### src/rtl/clint_pkg.sv
// clint_pkg: shared constants for the CLINT timer block.
//   CLINT_MSIP_BASE      byte address of msip[0]; msip[h] sits at +4h
//   CLINT_MTIMECMP_BASE  byte address of mtimecmp[0] low half; mtimecmp[h] sits at +8h
//   CLINT_MTIME_ADDR     byte address of mtime low half; high half at +4
//   MTIMECMP_RST         reset value of every mtimecmp (never reached, so no mtip)
package clint_pkg;

  localparam logic [15:0] CLINT_MSIP_BASE     = 16'h0000;
  localparam logic [15:0] CLINT_MTIMECMP_BASE = 16'h4000;
  localparam logic [15:0] CLINT_MTIME_ADDR    = 16'hBFF8;

  localparam logic [63:0] MTIMECMP_RST = 64'hFFFF_FFFF_FFFF_FFFF;

endpackage

### src/rtl/clint_prescaler.sv
// clint_prescaler: divides clk_free down to the mtime increment rate.
// Ports:
//   clk_free  in   free-running clock
//   rstn      in   asynchronous active-low reset
//   clr       in   restart the division period (mtime was written this cycle)
//   tick      out  high in the last clk_free cycle of each TICK_DIV period
module clint_prescaler #(
  parameter int TICK_DIV = 1
) (
  input  logic clk_free,
  input  logic rstn,
  input  logic clr,
  output logic tick
);

  localparam int            CW   = (TICK_DIV > 1) ? $clog2(TICK_DIV) : 1;
  localparam logic [CW-1:0] LAST = CW'(TICK_DIV - 1);

  logic [CW-1:0] div_cnt;

  // With TICK_DIV = 1 the counter never leaves 0, so tick is constantly high.
  assign tick = (div_cnt == LAST);

  always_ff @(posedge clk_free or negedge rstn) begin
    if (!rstn) begin
      div_cnt <= '0;
    end else if (clr || tick) begin
      div_cnt <= '0;
    end else begin
      div_cnt <= div_cnt + CW'(1);
    end
  end

endmodule

### src/rtl/clint_timer.sv
// clint_timer: core-local interruptor timer (mtime, per-hart mtimecmp and msip).
// Ports:
//   clk_free, rstn         clock, asynchronous active-low reset
//   psel, penable, pwrite  APB control
//   paddr[15:0]            APB byte address
//   pwdata[31:0]           APB write data
//   prdata[31:0]           APB read data (combinational, 0 outside the access phase)
//   pready                 tied high, no wait states
//   pslverr                high in the access phase of an unmapped/misaligned access
//   mtime[63:0]            registered timer value
//   mtip[NHART-1:0]        timer interrupt pending per hart
//   msip[NHART-1:0]        software interrupt pending per hart
//
// APB handshake: a transfer is the single cycle with psel & penable high; since
// pready is constantly 1, that cycle always completes. Writes take effect at the
// closing rising edge, read data and pslverr are valid during that same cycle.
// A rejected transfer (pslverr = 1) changes no state.
module clint_timer
  import clint_pkg::*;
#(
  parameter int NHART    = 1,
  parameter int TICK_DIV = 1
) (
  input  logic             clk_free,
  input  logic             rstn,
  input  logic             psel,
  input  logic             penable,
  input  logic             pwrite,
  input  logic [15:0]      paddr,
  input  logic [31:0]      pwdata,
  output logic [31:0]      prdata,
  output logic             pready,
  output logic             pslverr,
  output logic [63:0]      mtime,
  output logic [NHART-1:0] mtip,
  output logic [NHART-1:0] msip
);

  logic        access;
  logic        aligned;
  logic [15:0] msip_off;
  logic [15:0] cmp_off;
  logic        sel_msip;
  logic        sel_cmp;
  logic        sel_mtime_lo;
  logic        sel_mtime_hi;
  logic        addr_ok;
  logic        wr;
  logic        mtime_wr;
  logic        tick;
  logic [2:0]  msip_h;
  logic [2:0]  cmp_h;
  logic        cmp_hi;

  logic [63:0] mtime_next;
  logic [63:0] mtimecmp_q    [NHART];
  logic [63:0] mtimecmp_next [NHART];

  // Offsets wrap to large values below the region base, so a single
  // upper-bound compare also rejects addresses under the base.
  assign access       = psel & penable;
  assign aligned      = (paddr[1:0] == 2'b00);
  assign msip_off     = paddr - CLINT_MSIP_BASE;
  assign cmp_off      = paddr - CLINT_MTIMECMP_BASE;
  assign sel_msip     = aligned & (msip_off < 16'(4 * NHART));
  assign sel_cmp      = aligned & (cmp_off < 16'(8 * NHART));
  assign sel_mtime_lo = (paddr == CLINT_MTIME_ADDR);
  assign sel_mtime_hi = (paddr == CLINT_MTIME_ADDR + 16'd4);
  assign msip_h       = msip_off[4:2];
  assign cmp_h        = cmp_off[5:3];
  assign cmp_hi       = cmp_off[2];
  assign addr_ok      = sel_msip | sel_cmp | sel_mtime_lo | sel_mtime_hi;

  assign wr       = access & pwrite & addr_ok;
  assign mtime_wr = wr & (sel_mtime_lo | sel_mtime_hi);
  assign pready   = 1'b1;
  assign pslverr  = access & ~addr_ok;

  clint_prescaler #(
    .TICK_DIV (TICK_DIV)
  ) u_prescaler (
    .clk_free (clk_free),
    .rstn     (rstn),
    .clr      (mtime_wr),
    .tick     (tick)
  );

  always_comb begin
    prdata = '0;
    if (access && addr_ok) begin
      for (int h = 0; h < NHART; h++) begin
        if (sel_msip && msip_h == 3'(h)) prdata = {31'b0, msip[h]};
        if (sel_cmp && cmp_h == 3'(h)) begin
          prdata = cmp_hi ? mtimecmp_q[h][63:32] : mtimecmp_q[h][31:0];
        end
      end
      if (sel_mtime_lo) prdata = mtime[31:0];
      if (sel_mtime_hi) prdata = mtime[63:32];
    end
  end

  // A software write to either half of mtime wins over the increment.
  always_comb begin
    mtime_next = mtime;
    if (wr && sel_mtime_lo) begin
      mtime_next[31:0] = pwdata;
    end else if (wr && sel_mtime_hi) begin
      mtime_next[63:32] = pwdata;
    end else if (tick) begin
      mtime_next = mtime + 64'd1;
    end
  end

  always_comb begin
    for (int h = 0; h < NHART; h++) begin
      mtimecmp_next[h] = mtimecmp_q[h];
      if (wr && sel_cmp && cmp_h == 3'(h)) begin
        if (cmp_hi) mtimecmp_next[h][63:32] = pwdata;
        else        mtimecmp_next[h][31:0]  = pwdata;
      end
    end
  end

  // mtip compares the post-update values so it lines up with the mtime register.
  always_ff @(posedge clk_free or negedge rstn) begin
    if (!rstn) begin
      mtime <= '0;
      mtip  <= '0;
      msip  <= '0;
      for (int h = 0; h < NHART; h++) mtimecmp_q[h] <= MTIMECMP_RST;
    end else begin
      mtime <= mtime_next;
      for (int h = 0; h < NHART; h++) begin
        mtimecmp_q[h] <= mtimecmp_next[h];
        mtip[h]       <= (mtime_next >= mtimecmp_next[h]);
        if (wr && sel_msip && msip_h == 3'(h)) msip[h] <= pwdata[0];
      end
    end
  end

endmodule

### config.mk
export PLATFORM = sky130hd
export DESIGN_NAME = clint_timer
export DESIGN_NICKNAME = d
export VERILOG_FILES = /design/src/rtl/clint_pkg.sv /design/src/rtl/clint_prescaler.sv /design/src/rtl/clint_timer.sv
export SDC_FILE = /design/constraint.sdc
export NUM_CORES = 1
export LEC_CHECK = 0
export ABC_AREA = 0
export CORE_MARGIN = 2
export CORE_UTILIZATION = 50
export DETAILED_ROUTE_END_ITERATION = 10
export GPL_TIMING_DRIVEN = 0
export MAX_ROUTING_LAYER = met4
export PLACE_DENSITY = 0.76
export SLEW_MARGIN = 0
export SYNTH_ARGS = -nofsm -noshare
export SYNTH_HDL_FRONTEND = slang
export SYNTH_SLANG_ARGS = --single-unit
### constraint.sdc
create_clock -name clk_free -period 4.9 [get_ports clk_free]
set_clock_uncertainty 0.05 [all_clocks]
set_input_delay 0.98 -clock clk_free [delete_from_list [all_inputs] [get_ports clk_free]]
set_output_delay 0.98 -clock clk_free [all_outputs]
set_load 0.05 [all_outputs]
==> results by group, run 1 <==
Logic synthesis
  • Count of cell types in the netlist: 64
  • Post-synth top area cell: dfstp_2
  • Main synth FF type: dfrtp_1
  • Synth Warn #: 0
  • Mapped Nets: 1102
  • Post-synth top cells: mux2i_1 (109), nor2_1 (74), inv_1 (71), dfrtp_1 (67), nand2_1 (66)
  • Top cell type's share of synthesized area: 0.1831
  • Mapped Cells: 984
  • Post-synthesis sequential area ratio: 0.3656
  • Ys async rst share: 1.000
  • Mapped Area: 9186 sq um
  • Synthesized area per cell: 9.336 sq um
  • EDFF count, synth: 0
  • Flops & latches, synth: 131
  • Most area-consuming cells after synthesis: dfstp_2 (18%), dfrtp_1 (18%), mux2i_1 (12%), ha_1 (8.9%), o22a_1 (3.1%)
  • Cell with the most instances after synthesis: mux2i_1

Global routing
  • Total track usage: 0.3401
  • First-pass GRT wire length: 49660 um
  • Vias in the first global route: 8627
  • Initial antenna violation count: 0
  • Largest net degree at the start of global routing: 72
  • Grt ovf: 0

Routing
  • Via count: 9031
  • Routed len/inst: 23.22 um
  • DRC: 0
  • 1st-iter DRT viols: 1050
  • Drt pass-1 iters: 6
  • Vias/cell: 6.396
  • Routed Antenna Nets: 0
  • WL final: 32780 um

Worst hold path
  • Worst hold path type: input port to async pin

Power and ir drop
  • Total Power: 3.026 mW
  • LEAKAGE: 5.151 nW
  • VDD IR max: 247.3 uV
  • PD cells: 254.0 nW/um^2

Placed design
  • Port buffer count: 150
  • HPWL Detailed: 23500 um
  • GP Congestion: 1.002
  • Placement Cell Area: 11000 sq um

CTS
  • CTS buffer count: 17
  • CTS tree: yes
  • CTS hold repair buffers: 0
  • CTS Buffer Depth: 2
  • CTS H-tree lvls: 4
  • CTS root buf: clkbuf_16
  • Clock transition at path regs: 0.05 ns
  • TritonCTS sink count: 131
  • Clk_lat worst skew: 0.43 ns

Layout
  • Antenna Cells: 0
  • Final Cell Area: 11920 sq um
  • Total Nets Final: 1288
  • Multi-input logic area: 5440 sq um
  • Number of fill cells: 1542
  • Area Overhead vs Synth: 29.71%
  • Layout cells sized above 1: 0.1826
  • Sequential Area: 3358 sq um

Timing
  • Final worst-path cycle share: 0.9889
  • Worst slew margin: 0.2386
  • Fin. max-slew vios: 0
  • Fmax: 206.4 MHz
  • Fin. Hold Viols: 0
  • Actual slew at the worst max-slew pin: 1.137 ns
  • RSZ-0062 raised after global routing: yes
  • Setup-failing EPs final: 0
  • Post-layout min period: 4.846 ns

Die
  • Core area: 18020 sq um
  • Die area: 19470 sq um
  • I/O Pins: 153
  • Chip height: 139.5 um
  • Initial Util: 0.5096
  • Width of the die: 139.5 um
  • FP Rows: 49

Setup path
  • Register-to-register setup slack: 0.21 ns
  • CP Cell Sequence: clkdlybuf4s50_1 > or4b_4 > buf_4 > nor4_4 > buf_4 > or3_1 > nand3_1 > clkbuf_2 > nor2_1 > clkdlybuf4s15_2
  • Worst-path maximum fanout: 10
  • Worst setup EP type: output pin
  • FF-to-FF Start: mtime[6]
  • Endpoint arrival time on the critical path: 3.82 ns
  • Slowest library cell on the worst path: or4b_4
  • CP Launch Type: input port
  • Reg-to-reg endpoint: mtip
  • Most frequent CP cell: buf_4
  • Critical path data required time: 3.87 ns
  • Kind of critical path: input port to output pin
  • Largest stage delay, worst path: 0.56 ns
  • R2R cell count: 13

Flow run
  • Max Cap Viol: 0

Status
  • Status: completed
## repair_timing
| action | 4_1_cts | 5_1_grt |
|---|---|---|
| endpoints found under the setup margin | 33 | 31 |
| hold endpoints to repair | 0 | 0 |
| cloned | 0 | 1 |
| resized for setup | 114 | 42 |
| pin swaps | 4 | 11 |
| buffers inserted | 1 | 14 |
## metal layers
metal,GRT usage,wire (um),vias up,part of all wire
met5,-,0,-,0
met4,0.1247,1031,0,0.031
met3,0.08534,3198,85,0.098
met2,0.5052,14960,546,0.46
met1,0.4524,13590,4390,0.41
li1,-,-,4010,-
## metrics by stage
| stage | TNS (ns) | util | std cells | worst slack [ns] | hold WS [ns] |
|---|---|---|---|---|---|
| floorplan | 0 | - | 984 | 0.5621 | 0.4507 |
| global placement | -215.53 | 0.6088 | 1363 | -2.307 | 0.4576 |
| detailed placement | -17.84 | 0.6104 | 1364 | -1.258 | 0.4669 |
| CTS | -0.04857 | 0.6491 | 1397 | -0.04857 | 0.4745 |
| global route | -0.05154 | 0.6610 | 1412 | -0.04854 | 0.5036 |
| finish | 0 | 0.6610 | 1412 | 0.05448 | 0.4660 |
## sequential cells by signal, summed over array words and instances (netlist names)
signal and flops:
mtime 64, u_prescaler.div_cnt 1, mtip 1, msip 1, mtimecmp_q 64
## cell usage in the layout, fill, tap and decap left out, types with 6 or more instances in the layout
cell,count
a211oi_1,16
a21oi_1,37
a311oi_1,8
and3_1,15
and4_1,10
buf_1,9
buf_4,17
clkbuf_1,20
clkbuf_16,17
clkbuf_2,11
clkdlybuf4s15_2,30
clkdlybuf4s50_1,115
clkinv_2,6
dfrtp_1,67
dfstp_2,64
ha_1,65
inv_1,71
mux2_2,21
mux2i_1,109
nand2_1,65
nand3_1,31
nand4_1,36
nor2_1,73
nor3_1,16
nor4_1,16
o211ai_1,6
o21ai_0,49
o22a_1,32
xnor2_1,12
xor2_1,21
## critical path, delay by kind of cell
kind | cells | cell delay, ns
and+or+nand+nor | 5 | 1.30
buffers and inverters | 5 | 1.54
## kinds of logic after synthesis
logic type,share of synthesized area
muxes,0.1445
and+or+nand+nor,0.1637
DFF,0.3656
AOI/OAI and AO/OA,0.1521
adders and majority gates,0.08853
xor gates and xnor gates,0.03146
other,0.0008175
buffers and inverters,0.05326
## cell type report
class	count	area share
clock buffer	22	0.04064
multi-input combinational	730	0.4566
buffer	52	0.02405
sequential	131	0.2818
timing repair buffer	167	0.1417
clock inverter	10	0.008821
tap	229	0.02405
inverter	71	0.02237
## how the worst max path moves through the flow
stage | from | to | slack, ns | cells after the start
5_1_grt | paddr[4] | mtip | -0.05 | 17
6_report | paddr[0] | prdata[9] | 0.05 | 10
4_1_cts | paddr[14] | mtip | -0.05 | 17
2_1_floorplan | paddr[14] | mtip | 0.56 | 15
3_5_place_dp | paddr[14] | mtip | -1.26 | 14
3_3_place_gp | rstn | mtime[24] | -2.31 | 1
## power breakdown
| group | internal, mW | switching (mW) | total (mW) |
|---|---|---|---|
| sequential | 1.12 | 0.0601 | 1.18 |
| clock | 0.796 | 0.494 | 1.29 |
| combinational | 0.207 | 0.350 | 0.557 |
Note: power is estimated with default switching activity, not from simulation.
==> inputs of run 2 (changes only) <==
--- a/config.mk
+++ b/config.mk
@@ -5,13 +5,13 @@
 export SDC_FILE = /design/constraint.sdc
 export NUM_CORES = 1
 export LEC_CHECK = 0
-export ABC_AREA = 0
+export ABC_AREA = 1
 export CORE_MARGIN = 2
 export CORE_UTILIZATION = 50
 export DETAILED_ROUTE_END_ITERATION = 10
 export GPL_TIMING_DRIVEN = 0
 export MAX_ROUTING_LAYER = met4
-export PLACE_DENSITY = 0.76
+export PLACE_DENSITY = 0.77
 export SLEW_MARGIN = 0
 export SYNTH_ARGS = -nofsm -noshare
 export SYNTH_HDL_FRONTEND = slang
==> constraint.sdc (replaced) <==
create_clock -name clk_free -period 3.9 [get_ports clk_free]
set_clock_uncertainty 0.05 [all_clocks]
set_input_delay 0.78 -clock clk_free [delete_from_list [all_inputs] [get_ports clk_free]]
set_output_delay 0.78 -clock clk_free [all_outputs]
set_load 0.05 [all_outputs]
==> run 2 against run 1 <==
Against the previous run: the flow now finishes with violations (negative setup slack); synthesized cell count increased by 81%; wire length increased by 70%; sequential share of layout area decreased by 4.8 points; die area increased by 23%; via count increased by 53%; area after synthesis increased by 24%; first-iteration DRC count increased by 110%; global-route usage increased by 13 points; clock power increased by 37%; flip-flop and latch count unchanged.
==> results by group, run 2 <==
Status
  • Status: finished, violations left
  • Failing checks: negative setup slack

Setup path
  • Worst setup EP type: output pin
  • R2R cell count: 19
  • Kind of critical path: input port to output pin
  • Endpoint arrival time on the critical path: 3.09 ns
  • Reg-to-reg endpoint: mtip
  • FF-to-FF Start: mtime[0]
  • Critical path data required time: 3.07 ns
  • CP Launch Type: input port
  • Crit path capture: prdata[16]
  • Worst-path maximum fanout: 10
  • Register-to-register setup slack: -0.02 ns
  • Setup crit start: paddr[5]

Die
  • FP Rows: 55
  • Initial Util: 0.5049
  • Chip height: 154.7 um
  • Width of the die: 154.7 um
  • Core area: 22500 sq um
  • Die area: 23940 sq um
  • I/O Pins: 153

Layout
  • Final Cell Area: 14470 sq um
  • Commonest non-fill, non-tap cell in the layout: nand2_1
  • Total Nets Final: 2097
  • Most frequent cells in the layout: nand2_1 (515), nor2_1 (234), inv_1 (204)
  • Layout cells sized above 1: 0.1953
  • Area Overhead vs Synth: 27.35%
  • Biggest regs: mtime: 64 flops, mtimecmp_q: 64 flops

Global routing
  • First-pass GRT wire length: 80000 um
  • Largest net degree at the start of global routing: 85
  • Grt ovf: 0
  • Initial antenna violation count: 1
  • Total track usage: 0.4720
  • Vias in the first global route: 12.79k

Placed design
  • Placement Cell Area: 13250 sq um
  • HPWL Detailed: 42770 um
  • GP Congestion: 1.062
  • Port buffer count: 150

CTS
  • CTS hold repair buffers: 0
  • TritonCTS sink count: 131
  • CTS Buffer Depth: 2
  • CTS tree: yes
  • CTS H-tree lvls: 4
  • CTS buffer count: 17
  • Clk_lat worst skew: 0.45 ns
  • CTS root buf: clkbuf_16
  • Clock transition at path regs: 0.07 ns

Logic synthesis
  • Flops & latches, synth: 131
  • Post-synth top cells: nand2_1 (526), nor2_1 (260), inv_1 (208), o21ai_0 (109), nand3_1 (98)
  • Most area-consuming cells after synthesis: nand2_1 (17%), dfstp_2 (15%), dfrtp_1 (15%), nor2_1 (8.6%), ha_1 (7.2%)
  • Synthesized area per cell: 6.365 sq um
  • Post-synth top area cell: nand2_1
  • Ys async rst share: 1.000
  • Cell with the most instances after synthesis: nand2_1
  • Mapped Nets: 1903
  • Top cell type's share of synthesized area: 0.1738
  • Main synth FF type: dfrtp_1
  • Mapped Cells: 1785
  • Synth Warn #: 0
  • Count of cell types in the netlist: 42
  • Mapped Area: 11360 sq um
  • Post-synthesis sequential area ratio: 0.2956
  • EDFF count, synth: 0

Timing
  • Fin. Hold Viols: 0
  • Hold Worst Slack: 0.2121 ns
  • Fin. max-slew vios: 0
  • RSZ-0062 raised after global routing: yes
  • Fmax: 254.8 MHz
  • Final worst-path cycle share: 1.006
  • PnR worst setup slack: -0.02462 ns
  • Actual slew at the worst max-slew pin: 0.8296 ns
  • Post-layout min period: 3.925 ns
  • Worst slew margin: 0.4469
  • Setup-failing EPs final: 4

Routing
  • 1st-iter DRT viols: 2201
  • WL final: 55880 um
  • Drt pass-1 iters: 7
  • Vias/cell: 6.072
  • DRC: 0
  • Routed Antenna Nets: 0
  • Via count: 13.83k
  • Routed len/inst: 24.53 um

Worst hold path
  • Worst hold path type: input port to async pin

Power and ir drop
  • VDD IR max: 276.7 uV
  • PD cells: 513.2 nW/um^2
  • LEAKAGE: 6.929 nW

Flow run
  • Max Cap Viol: 0
[run 2: cell count changes after synthesis, sizes merged, moves of 18 or more]
cell / change
o21ai: +118
nand2: +482
nand3: +69
buf: +18
mux2: -21
a21oi: +29
o22a: -32
nor2: +188
mux2i: -109
inv: +163
[run 2: worst min-delay path by stage]
stage	startpoint	endpoint	slack (ns)	depth (start not counted)
after floorplan	mtimecmp_q[23]	mtimecmp_q[23]	0.42	2
final	rstn	mtime[40]	0.21	1
after CTS	rstn	mtime[40]	0.23	1
after detailed placement	mtimecmp_q[43]	mtimecmp_q[43]	0.43	2
after global placement	mtimecmp_q[40]	mtimecmp_q[40]	0.43	2
after global routing	rstn	mtime[36]	0.26	1
[run 2: kinds of logic after synthesis]
kind of cell	synth area share
fa+ha+maj	0.07159
xor+xnor	0.02004
simple gates	0.3521
other cells	0.0006610
flops	0.2956
compound gates	0.1532
buf+inv	0.1068
[run 2: per-layer routing]
metal / routed length, um / vias to the layer above / global-route usage
met3: 7819 / 254 / 0.1353
li1: - / 6111 / -
met5: 0 / - / -
met1: 20920 / 6458 / 0.6096
met4: 3597 / 0 / 0.2160
met2: 23540 / 1008 / 0.6858
[run 2: power breakdown]
part           leakage [nW]  internal [mW]  switching, mW
sequential             1.31           1.52          0.519
clock                 0.290           1.02          0.747
combinational          5.33           1.06           2.55
[run 2: timing repair]
item	4_1_cts	5_1_grt
cloned	0	1
pin swaps	1	24
setup endpoints to repair	33	34
gates resized for setup	231	146
buffers inserted	2	24
[run 2: through the flow]
step | setup slack [ns] | util | std cells | setup TNS [ns] | total power, mW
5_1_grt | -0.1542 | 0.6429 | 2278 | -1.019 | 7.729
3_3_place_gp | -3.359 | 0.5874 | 2220 | -356.55 | 5.371
2_1_floorplan | 0.4006 | - | 1785 | 0 | 4.057
3_5_place_dp | -1.168 | 0.5887 | 2221 | -28.07 | 5.391
4_1_cts | -0.03820 | 0.6196 | 2254 | -0.03820 | 7.187
6_report | -0.02462 | 0.6429 | 2278 | -0.07121 | 7.424
[run 2: cell type report]
type                       count  area, sq um
fill                        2033         8035
multi-input combinational   1351         7108
sequential                   131         3379
timing repair buffer         177         1627
inverter                     235        894.6
buffer                        66        495.5
clock buffer                  19        432.9
tap                          285        356.6
clock inverter                13        171.4
antenna                        1        2.502
[run 2: critical path, stage by stage]
cell and delay [ns]:
clkdlybuf4s50_1 0.51, nand2_1 0.11, nor2_4 0.15, nand2_1 0.08, inv_1 0.10, nand2_1 0.17, nor2_4 0.19, buf_4 0.23
buf_4 0.22, a221oi_1 0.09, nor2_1 0.25, buf_6 0.20
